File: src/rtl/alu_pkg.sv
// Shared opcodes, FSM state encoding and pattern constants for the ALU sequencer.
package alu_pkg;

  localparam int unsigned OP_W = 3;

  localparam logic [OP_W-1:0] OP_ADDC     = OP_W'(0);
  localparam logic [OP_W-1:0] OP_ADD      = OP_W'(1);
  localparam logic [OP_W-1:0] OP_LOGIC    = OP_W'(2);
  localparam logic [OP_W-1:0] OP_ANY      = OP_W'(3);
  localparam logic [OP_W-1:0] OP_PATTERN  = OP_W'(4);
  localparam logic [OP_W-1:0] OP_SWAP_INV = OP_W'(5);
  localparam logic [OP_W-1:0] OP_MUL      = OP_W'(6);
  localparam logic [OP_W-1:0] OP_ACC      = OP_W'(7);

  // Set-bit counts that make the pattern op pass on A and B respectively.
  localparam int unsigned PATTERN_ONES_A = 1;
  localparam int unsigned PATTERN_ONES_B = 2;

  typedef enum logic [1:0] {
    ST_IDLE = 2'd0,
    ST_EXEC = 2'd1,
    ST_MUL  = 2'd2,
    ST_DONE = 2'd3
  } state_t;

endpackage

File: src/rtl/alu_op_sequencer_if.sv
// Request/result bus between the switch/key front end and the sequencer.
interface alu_op_sequencer_if
  import alu_pkg::*;
#(
  parameter int unsigned WIDTH = 4
);
  logic                  start;
  logic [OP_W-1:0]       op;
  logic [WIDTH-1:0]      a;
  logic [WIDTH-1:0]      b;
  logic                  cin;
  logic                  acc_clr;
  logic                  busy;
  logic                  done;
  logic [2*WIDTH-1:0]    result;
  logic [2*WIDTH-1:0]    acc;

  modport master (
    output start, op, a, b, cin, acc_clr,
    input  busy, done, result, acc
  );

  modport slave (
    input  start, op, a, b, cin, acc_clr,
    output busy, done, result, acc
  );
endinterface

File: src/rtl/alu_core.sv
// Combinational single-cycle ALU function set; multiply is iterated by the sequencer.
module alu_core
  import alu_pkg::*;
#(
  parameter int unsigned WIDTH = 4
) (
  input  logic [WIDTH-1:0]   a,
  input  logic [WIDTH-1:0]   b,
  input  logic               cin,
  input  logic [OP_W-1:0]    op,
  input  logic [2*WIDTH-1:0] acc,
  output logic [2*WIDTH-1:0] y
);
  localparam int unsigned RW = 2 * WIDTH;

  // Operation select; multiply yields zero here since it is sequenced elsewhere.
  always_comb begin
    y = '0;
    case (op)
      OP_ADDC:     y = RW'(a) + RW'(b) + RW'(cin);
      OP_ADD:      y = RW'(a) + RW'(b);
      OP_LOGIC:    y = {~(a & b), a ^ b};
      OP_ANY:      y = ((|a) || (|b)) ? RW'(8'h0F) : '0;
      OP_PATTERN:  y = (($countones(a) == PATTERN_ONES_A) &&
                        ($countones(b) == PATTERN_ONES_B)) ? {b, a} : '0;
      OP_SWAP_INV: y = {b, ~a};
      OP_ACC:      y = acc + RW'(a);
      default:     y = '0;
    endcase
  end
endmodule

File: src/rtl/alu_op_sequencer.sv
// Handshaked ALU controller: captures a request, runs it, holds result and accumulator.
module alu_op_sequencer
  import alu_pkg::*;
#(
  parameter int unsigned WIDTH = 4
) (
  input  logic               clock,
  input  logic               resetn,
  alu_op_sequencer_if.slave  bus
);
  localparam int unsigned RW = 2 * WIDTH;
  localparam int unsigned CW = (WIDTH > 1) ? $clog2(WIDTH) : 1;

  state_t            state_q, state_d;
  logic [WIDTH-1:0]  a_q, a_d, b_q, b_d;
  logic [OP_W-1:0]   op_q, op_d;
  logic              cin_q, cin_d;
  logic [CW-1:0]     cnt_q, cnt_d;
  logic [RW-1:0]     partial_q, partial_d;
  logic              busy_q, busy_d, done_q, done_d;
  logic [RW-1:0]     result_q, result_d, acc_q, acc_d;
  logic [RW-1:0]     core_y, addend;

  alu_core #(.WIDTH(WIDTH)) u_core (
    .a   (a_q),
    .b   (b_q),
    .cin (cin_q),
    .op  (op_q),
    .acc (acc_q),
    .y   (core_y)
  );

  assign bus.busy   = busy_q;
  assign bus.done   = done_q;
  assign bus.result = result_q;
  assign bus.acc    = acc_q;

  // State register.
  always_ff @(posedge clock or negedge resetn) begin
    if (!resetn) state_q <= ST_IDLE;
    else         state_q <= state_d;
  end

  // Next-state and next-register values for the capture/execute/multiply flow.
  always_comb begin
    state_d   = state_q;
    a_d       = a_q;
    b_d       = b_q;
    op_d      = op_q;
    cin_d     = cin_q;
    cnt_d     = cnt_q;
    partial_d = partial_q;
    busy_d    = busy_q;
    done_d    = 1'b0;
    result_d  = result_q;
    acc_d     = acc_q;
    addend    = b_q[cnt_q] ? (RW'(a_q) << cnt_q) : '0;
    case (state_q)
      ST_IDLE: begin
        if (bus.acc_clr) acc_d = '0;
        if (bus.start) begin
          a_d    = bus.a;
          b_d    = bus.b;
          op_d   = bus.op;
          cin_d  = bus.cin;
          busy_d = 1'b1;
          if (bus.op == OP_MUL) begin
            state_d   = ST_MUL;
            cnt_d     = '0;
            partial_d = '0;
          end else begin
            state_d = ST_EXEC;
          end
        end
      end
      ST_EXEC: begin
        result_d = core_y;
        if (op_q == OP_ACC) acc_d = core_y;
        done_d  = 1'b1;
        busy_d  = 1'b0;
        state_d = ST_DONE;
      end
      ST_MUL: begin
        partial_d = partial_q + addend;
        cnt_d     = cnt_q + CW'(1);
        if (cnt_q == CW'(WIDTH - 1)) begin
          result_d = partial_q + addend;
          done_d   = 1'b1;
          busy_d   = 1'b0;
          state_d  = ST_DONE;
        end
      end
      ST_DONE: begin
        state_d = ST_IDLE;
      end
      default: state_d = ST_IDLE;
    endcase
  end

  // Operand, iteration and output registers.
  always_ff @(posedge clock or negedge resetn) begin
    if (!resetn) begin
      a_q       <= '0;
      b_q       <= '0;
      op_q      <= '0;
      cin_q     <= 1'b0;
      cnt_q     <= '0;
      partial_q <= '0;
      busy_q    <= 1'b0;
      done_q    <= 1'b0;
      result_q  <= '0;
      acc_q     <= '0;
    end else begin
      a_q       <= a_d;
      b_q       <= b_d;
      op_q      <= op_d;
      cin_q     <= cin_d;
      cnt_q     <= cnt_d;
      partial_q <= partial_d;
      busy_q    <= busy_d;
      done_q    <= done_d;
      result_q  <= result_d;
      acc_q     <= acc_d;
    end
  end
endmodule

File: src/flat_wrapper.sv
// flat-port wrapper written by rule: the top's interface ports become plain ports
module alu_op_sequencer_flat import alu_pkg::*;
#(
  parameter int unsigned WIDTH = 4
)
  (clock, resetn, bus_start, bus_op, bus_a, bus_b, bus_cin, bus_acc_clr, bus_busy, bus_done, bus_result, bus_acc);
  alu_op_sequencer_if #(.WIDTH(WIDTH)) bus_i ();
  input  logic clock;
  input  logic resetn;
  input wire logic [$bits(bus_i.start)-1:0] bus_start;
  input wire logic [$bits(bus_i.op)-1:0] bus_op;
  input wire logic [$bits(bus_i.a)-1:0] bus_a;
  input wire logic [$bits(bus_i.b)-1:0] bus_b;
  input wire logic [$bits(bus_i.cin)-1:0] bus_cin;
  input wire logic [$bits(bus_i.acc_clr)-1:0] bus_acc_clr;
  output wire logic [$bits(bus_i.busy)-1:0] bus_busy;
  output wire logic [$bits(bus_i.done)-1:0] bus_done;
  output wire logic [$bits(bus_i.result)-1:0] bus_result;
  output wire logic [$bits(bus_i.acc)-1:0] bus_acc;
  assign bus_i.start = bus_start;
  assign bus_i.op = bus_op;
  assign bus_i.a = bus_a;
  assign bus_i.b = bus_b;
  assign bus_i.cin = bus_cin;
  assign bus_i.acc_clr = bus_acc_clr;
  assign bus_busy = bus_i.busy;
  assign bus_done = bus_i.done;
  assign bus_result = bus_i.result;
  assign bus_acc = bus_i.acc;
  alu_op_sequencer #(.WIDTH(WIDTH)) u_core (.clock(clock), .resetn(resetn), .bus(bus_i));
endmodule
File: config.mk
export PLATFORM = sky130hd
export DESIGN_NAME = alu_op_sequencer_flat
export DESIGN_NICKNAME = d
export VERILOG_FILES = /design/src/rtl/alu_pkg.sv /design/src/rtl/alu_op_sequencer_if.sv /design/src/rtl/alu_core.sv /design/src/rtl/alu_op_sequencer.sv /design/src/flat_wrapper.sv
export SDC_FILE = /design/constraint.sdc
export NUM_CORES = 1
export LEC_CHECK = 0
export ABC_AREA = 1
export CAP_MARGIN = 10
export CELL_PAD_IN_SITES_DETAIL_PLACEMENT = 1
export CELL_PAD_IN_SITES_GLOBAL_PLACEMENT = 2
export CORE_AREA = 2 2 77 153
export DETAILED_ROUTE_END_ITERATION = 8
export DIE_AREA = 0 0 79 155
export HOLD_SLACK_MARGIN = 0.08
export PLACE_DENSITY_LB_ADDON = 0.2
export SETUP_SLACK_MARGIN = 0.05
export SLEW_MARGIN = 40
export SYNTH_ARGS = -nofsm -noshare
export SYNTH_HDL_FRONTEND = slang
export SYNTH_HIERARCHICAL = 1
export SYNTH_SLANG_ARGS = --single-unit
export TNS_END_PERCENT = 50
File: constraint.sdc
create_clock -name clock -period 3.05 [get_ports clock]
set_clock_uncertainty 0.1 [all_clocks]
set_input_delay 0.61 -clock clock [delete_from_list [all_inputs] [get_ports clock]]
set_output_delay 0.61 -clock clock [all_outputs]
set_load 0.05 [all_outputs]
== After elaboration in Yosys (flattened, before gate mapping) ==
Cells that the tools add are included.

* Bits in registers: 42
* Latch bits: 0
* RAM bits: 0
* Memory bits (read-only): 0
* Bits of input ports: 16
* Output and inout bits: 18
* Logic and storage cells: 88
* Memories kept: 0

* $add $sub $neg: 11
* $mul: 0
* Divide/modulo/power cells: 0
* $lt $le $gt $ge: 1
* Equality and inequality tests: 18
* Shift operators: 1
* Mux-type cells: 26
* Bitwise operators: 4
* Reductions and logical operators: 16

{| class="wikitable"
|+ Operator list
! cell !! number
|-
| 8-bit 2-to-1 mux || 7
|-
| 8-bit case mux with 7 select lines || 1
|-
| 8-bit case mux with 2 select lines || 3
|-
| 3-bit equality test, second input constant || 4
|-
| 2-bit 2-to-1 mux || 5
|-
| 3-bit by 2-bit equality test with 1-bit output, second input constant || 3
|-
| 3-bit AND reduction || 3
|-
| 1-bit by 1-bit adder with 2-bit output || 4
|-
| 8-bit by 1-bit adder with 8-bit output || 1
|-
| 8-bit by 4-bit adder with 8-bit output || 1
|-
| 8-bit adder || 1
|-
| 2-bit inequality test, second input constant || 4
|-
| 4-bit NOT || 2
|-
| 2-bit case mux with 4 select lines || 1
|-
| 4-bit OR reduction || 2
|-
| 4-bit by 2-bit left shift with 8-bit output || 1
|-
| 2-bit by 2-bit adder with 3-bit output || 2
|-
| 2-bit equality test, second input constant || 3
|-
| 3-bit by 1-bit equality test with 1-bit output, second input constant || 2
|-
| 2-bit AND reduction || 3
|-
| 2-bit nonzero test || 3
|-
| 4-bit by 4-bit adder with 5-bit output || 1
|-
| 4-bit bitwise AND || 1
|-
| 1-bit 2-to-1 mux || 4
|-
| other kinds (15) || 15
|}

== Depth between registers and ports, before layout ==
* Depth after elaboration: 8
* Mapped depth: 16
* Gate-level depth less buffers: 16

== Hierarchy ==
Netlist, hierarchy kept.

{| class="wikitable"
|+ By module, submodules not included
! module !! times used !! cells an instance !! area each (um^2) !! sequential area each (um^2)
|-
| alu_op_sequencer || 1 || 259 || 2250.9 || 1051.0
|-
| alu_core || 1 || 184 || 1013.5 || 0.0
|}

== Least setup slack after synthesis ==
OpenSTA, ideal clock, no wires.

* Kind: register -> register
* Start: register u_core.a_q[1]
* End: register u_core.result_q[4], in the netlist u_core/bus.result[4]
* Setup time: 0.077 ns
* Data arrival time: 2.372 ns
* Data required time: 2.873 ns
* Slack: 0.500 ns
* Cell stages (with the launch flop): 15
* Path buffers: 0
* Period minus slack after synthesis: 2.550 ns
* Cells stage by stage: dfrtp_1 > inv_1 > fa_1 > inv_1 > ha_1 > ha_1 > nor3_1 > nand3_2 > nand2_2 > nand2_1 > nand2_1 > nor2_1 > nand2_1 > a21oi_1 > a21oi_1

* Cells in the longest elaborated chain, start to end: 7
* Elaborated cells between the ends (all ways): 14
* Classes of those cells: add/sub: 6; eq/ne: 1; shift: 1; mux: 5; reduce/logical: 1

{| class="wikitable"
|+ RTL lines
! element !! line !! text
|-
| start, declared || alu_op_sequencer.sv:15 || <nowiki>logic [WIDTH-1:0] a_q, a_d, b_q, b_d;</nowiki>
|-
| start signal, assigned || alu_op_sequencer.sv:103 || <nowiki>a_q <= '0;</nowiki>
|-
| start signal, assigned || alu_op_sequencer.sv:114 || <nowiki>a_q <= a_d;</nowiki>
|-
| branches (longest 5 deep; another with 8-bit by 1-bit adder with 8-bit output) || - ||
|-
| 8-bit case mux with 7 select lines (*) || alu_core.sv:19 || <nowiki>case (op)</nowiki>
|-
| named net u_core.core_y[4] || alu_op_sequencer.sv:22 || <nowiki>logic [RW-1:0] core_y, addend;</nowiki>
|-
| 8-bit case mux with 2 select lines (*) || alu_op_sequencer.sv:58 || <nowiki>case (state_q)</nowiki>
|-
| end signal, assigned || alu_op_sequencer.sv:122 || <nowiki>result_q <= result_d;</nowiki>
|-
| end, declared || alu_op_sequencer.sv:21 || <nowiki>logic [RW-1:0] result_q, result_d, acc_q, acc_d;</nowiki>
|}

Mark *: on every way through the listed nets, which the timed path passes. The select of a mux whose other input is x is not followed.
A chain may end at the register's enable or synchronous reset.

== Worst setup path in the final report ==
* Start: register u_core.b_q[0]
* End: register u_core.result_q[6], in the netlist u_core/bus.result[6]

* Cells in the longest elaborated chain, start to end: 7
* Elaborated cells between the ends (all ways): 14
* Classes of those cells: add/sub: 5; eq/ne: 1; mux: 7; reduce/logical: 1

{| class="wikitable"
|+ RTL lines
! element !! line !! text
|-
| start, declared || alu_op_sequencer.sv:15 ||
|-
| start signal, assigned || alu_op_sequencer.sv:104 || <nowiki>b_q <= '0;</nowiki>
|-
| start signal, assigned || alu_op_sequencer.sv:115 || <nowiki>b_q <= b_d;</nowiki>
|-
| branches (longest 5 deep; another with 8-bit by 1-bit adder with 8-bit output) || - ||
|-
| 8-bit case mux with 7 select lines (*) || alu_core.sv:19 ||
|-
| named net u_core.core_y[6] || alu_op_sequencer.sv:22 ||
|-
| 8-bit case mux with 2 select lines (*) || alu_op_sequencer.sv:58 ||
|}

Marks and branches as above.

==> reports/qor.yml <==
run_status:
  outcome: "finished clean"
timing:
  tns_ns: 0
  rsz0062_at_grt: "no"
  whs_ns: 0.2945
  fmax_ghz: 0.3644
  min_period_over_period_pct: 89.96
  setup_viol: 0
  final_hold_viol_count: 0
  max-slew-margin-rel_pct: 55.98
  period_needed_ns: 2.744
  timing_worst_slew_pin_value_ns: 0.6603
  slew_viol_final: 0
pwr:
  power_frac_seq_pct: 21.2
  power_density_mw_per_mm2: 1274
  cellLeakagePower_nw: 2.006
  intPower_mw: 2.452
  p_comb_share_pct: 64.6
  p_sw_mw: 2.647
  clockPowerShare_pct: 14.2
  irDropWorstVdd_uv: 736.9
  p_total_mw: 5.099
  switching_share_pct: 51.91
synthesis:
  synth_enable_flop_cells: 0
  synth_cells: 443
  yosysMostFrequentCell: "nand2_1"
  synth_commonest_cells: "97 x nand2_1, 66 x inv_1, 43 x nor2_1"
  synth-async-reset-ratio_pct: 100.0
  yosysUniqueCellTypes: 34
  synth_nets: 492
  synth-seq-cells: 42
  synth.cell_area_mm2: 0.003264
  seq_area_frac_synth_pct: 32.20
  synth_top_cell_area_share_pct: 32.20
  synth_top_cell_by_area: "dfrtp_1"
  synth_area_leaders: "dfrtp_1 32%, nand2_1 11%, ha_1 11%, inv_1 7.6%, nand3_1 6.4%"
  ys.flop_type: "dfrtp_1"
  yosys_warnings: 6
  syn_area_per_cell_um2: 7.369
global_routing:
  grt_pass1_wl_um: 16000
  grt_max_degree: 43
  track_usage_pct: 17.08
  grt_pass1_vias: 3163
  grt-ovfl-total: 0
  antenna_found_initial: 0
die:
  die_area_mm2: 0.01225
  die_y_um: 155
  core-area_mm2: 0.01115
  io_pins: 34
  rows: 55
  initial_utilization_pct: 29.28
  fp.dieW_um: 79
min_path:
  min_path_type: "in2async"
clocking:
  cts_made_buffers: 5
  cts_tree: "done"
  post_cts_buffers: 0
  clock_sinks: 42
  cts.reportedPaths.clkPinSlew_ns: 0.06
  cts_max_level: 2
  clock-root-buffer: "clkbuf_16"
  cts.path.max_buffers: 2
  clock_latency_ns: 0.29
route:
  dr.pass1.iters: 4
  drtIter0Drc: 81
  ant_nets: 0
  drc: 0
  via_count: 3012
  totalWireLength_um: 9891
  wl_per_cell_um: 15.68
  viasPerCell: 4.773
placed_design:
  portBuffers: 33
  dp_hpwl_um: 8001
  place_area_mm2: 0.003802
  dp_cells: 623
  place.gp.congestion: 0.8063
final_layout:
  diodes: 0
  drive_gt1_share_pct: 10.63
  fin_nets: 537
  finish.instance_area_mm2: 0.004003
  fin_cells: 631
  syn_to_final_growth_pct: 22.61
critical_path:
  crit_end: "u_core/bus.result[6]$_DFFE_PN0P_"
  r2r_start: "u_core/b_q[0]$_DFFE_PN0P_"
  cp.arrival_ns: 2.86
  rrSetupSlack_ns: 0.31
  reg2regPathDepth: 12
  startpoint: "u_core/b_q[0]$_DFFE_PN0P_"
  critical_path_required_ns: 3.17
  critPathKind: "reg2reg"
  worstReg2RegEnd: "u_core/bus.result[6]$_DFFE_PN0P_"
  cp-end-kind: "flip-flop"
  cp-start-kind: "flip-flop"
  crit_fanout: 5
flow_run:
  maxCapViolations: 0
==> kinds of logic after synthesis <==
group / count (synthesis) / share of synthesized area (%)
multiplexers: 12 / 4.063
AND/OR/NAND/NOR: 204 / 27.48
XOR/XNOR: 1 / 0.2684
flip-flops: 42 / 32.20
buffers and inverters: 79 / 9.965
AO/OA/AOI/OAI: 72 / 12.23
adder cells (fa/ha/maj): 33 / 13.80
==> power groups by stage <==
| stage | sequential (mW) | clock, mW | combinational (mW) |
|---|---|---|---|
| 2_1_floorplan | 1.38 | 0 | 1.98 |
| 3_5_place_dp | 1.10 | 0 | 3.33 |
| 4_1_cts | 1.09 | 0.736 | 3.36 |
| 3_3_place_gp | 1.09 | 0 | 3.32 |
| 5_1_grt | 1.12 | 0.760 | 3.75 |
| 6_report | 1.08 | 0.722 | 3.30 |
==> how the worst min path moves through the flow <==
stage / start / to / slack [ns]
floorplan: resetn / u_core/a_q[0]$_DFFE_PN0P_ / 0.21
global placement: u_core/partial_q[4]$_DFFE_PN0P_ / u_core/partial_q[4]$_DFFE_PN0P_ / 0.38
detailed placement: u_core/partial_q[6]$_DFFE_PN0P_ / u_core/partial_q[6]$_DFFE_PN0P_ / 0.38
CTS: resetn / u_core/bus.acc[5]$_DFFE_PN0P_ / 0.32
global route: resetn / u_core/bus.acc[7]$_DFFE_PN0P_ / 0.33
finish: resetn / u_core/bus.acc[7]$_DFFE_PN0P_ / 0.29
==> per-stage QoR <==
stage | utilization, % | setup WS [ns]
finish | 35.90 | 0.3061
global route | 35.90 | 0.05889
CTS | 35.89 | 0.2251
detailed placement | 34.11 | 0.2566
global placement | 34.11 | 0.2966
floorplan | - | 0.5002
==> cells in the final DEF (no fill, tap or decap), types with 2 or more instances in the layout <==
cell	count
a21oi_1	26
a31oi_1	4
buf_4	12
bufinv_16	2
clkbuf_16	5
clkdlybuf4s50_1	32
dfrtp_1	41
fa_1	5
ha_1	28
inv_1	66
inv_2	6
mux2_2	10
mux2i_1	2
nand2_1	97
nand2_2	3
nand3_1	42
nand3_2	2
nand3b_1	4
nand4_1	6
nor2_1	43
nor3_2	2
o21ai_0	29
o21ai_1	3
o21ai_2	3
o31ai_1	2
or2_2	2
==> state kept, by name (all words and copies together) (netlist names), 2 cells and up <==
register,flops
u_core/bus.acc,8
u_core/bus.result,8
u_core/partial_q,8
u_core/a_q,4
u_core/b_q,4
u_core/op_q,3
u_core/cnt_q,2
u_core/state_q,2
==> cell type report <==
class	instances	area, um^2
tap	142	177.7
multi-input combinational	322	1888
clock buffer	6	138.9
fill	1424	7146
timing repair buffer	45	415.4
inverter	72	270.3
sequential	42	1052
clock inverter	2	60.06
==> per-layer routing <==
layer	share of wire (%)	up-vias	track usage (%)
li1	-	1528	-
met4	2.5	0	6.076
met5	0	-	0
met2	53	43	30.95
met1	42	1429	19.95
met3	2.3	12	2.668
==> what timing repair did <==
action	CTS	global route
hold buffers	0	0
gates resized for setup	0	1
setup endpoints to repair	0	11
==> worst max-delay path, stage by stage, from the launching register on <==
cell and delay, ns:
dfrtp_1 0.48, inv_1 0.13, fa_1 0.54, inv_1 0.04
ha_1 0.18, ha_1 0.18, nor3_1 0.28, nand3_2 0.15
nand2_2 0.13, a21oi_1 0.10, o21ai_1 0.13, a21oi_1 0.09
a21oi_1 0.14
Power figures use the tool's default switching activity.
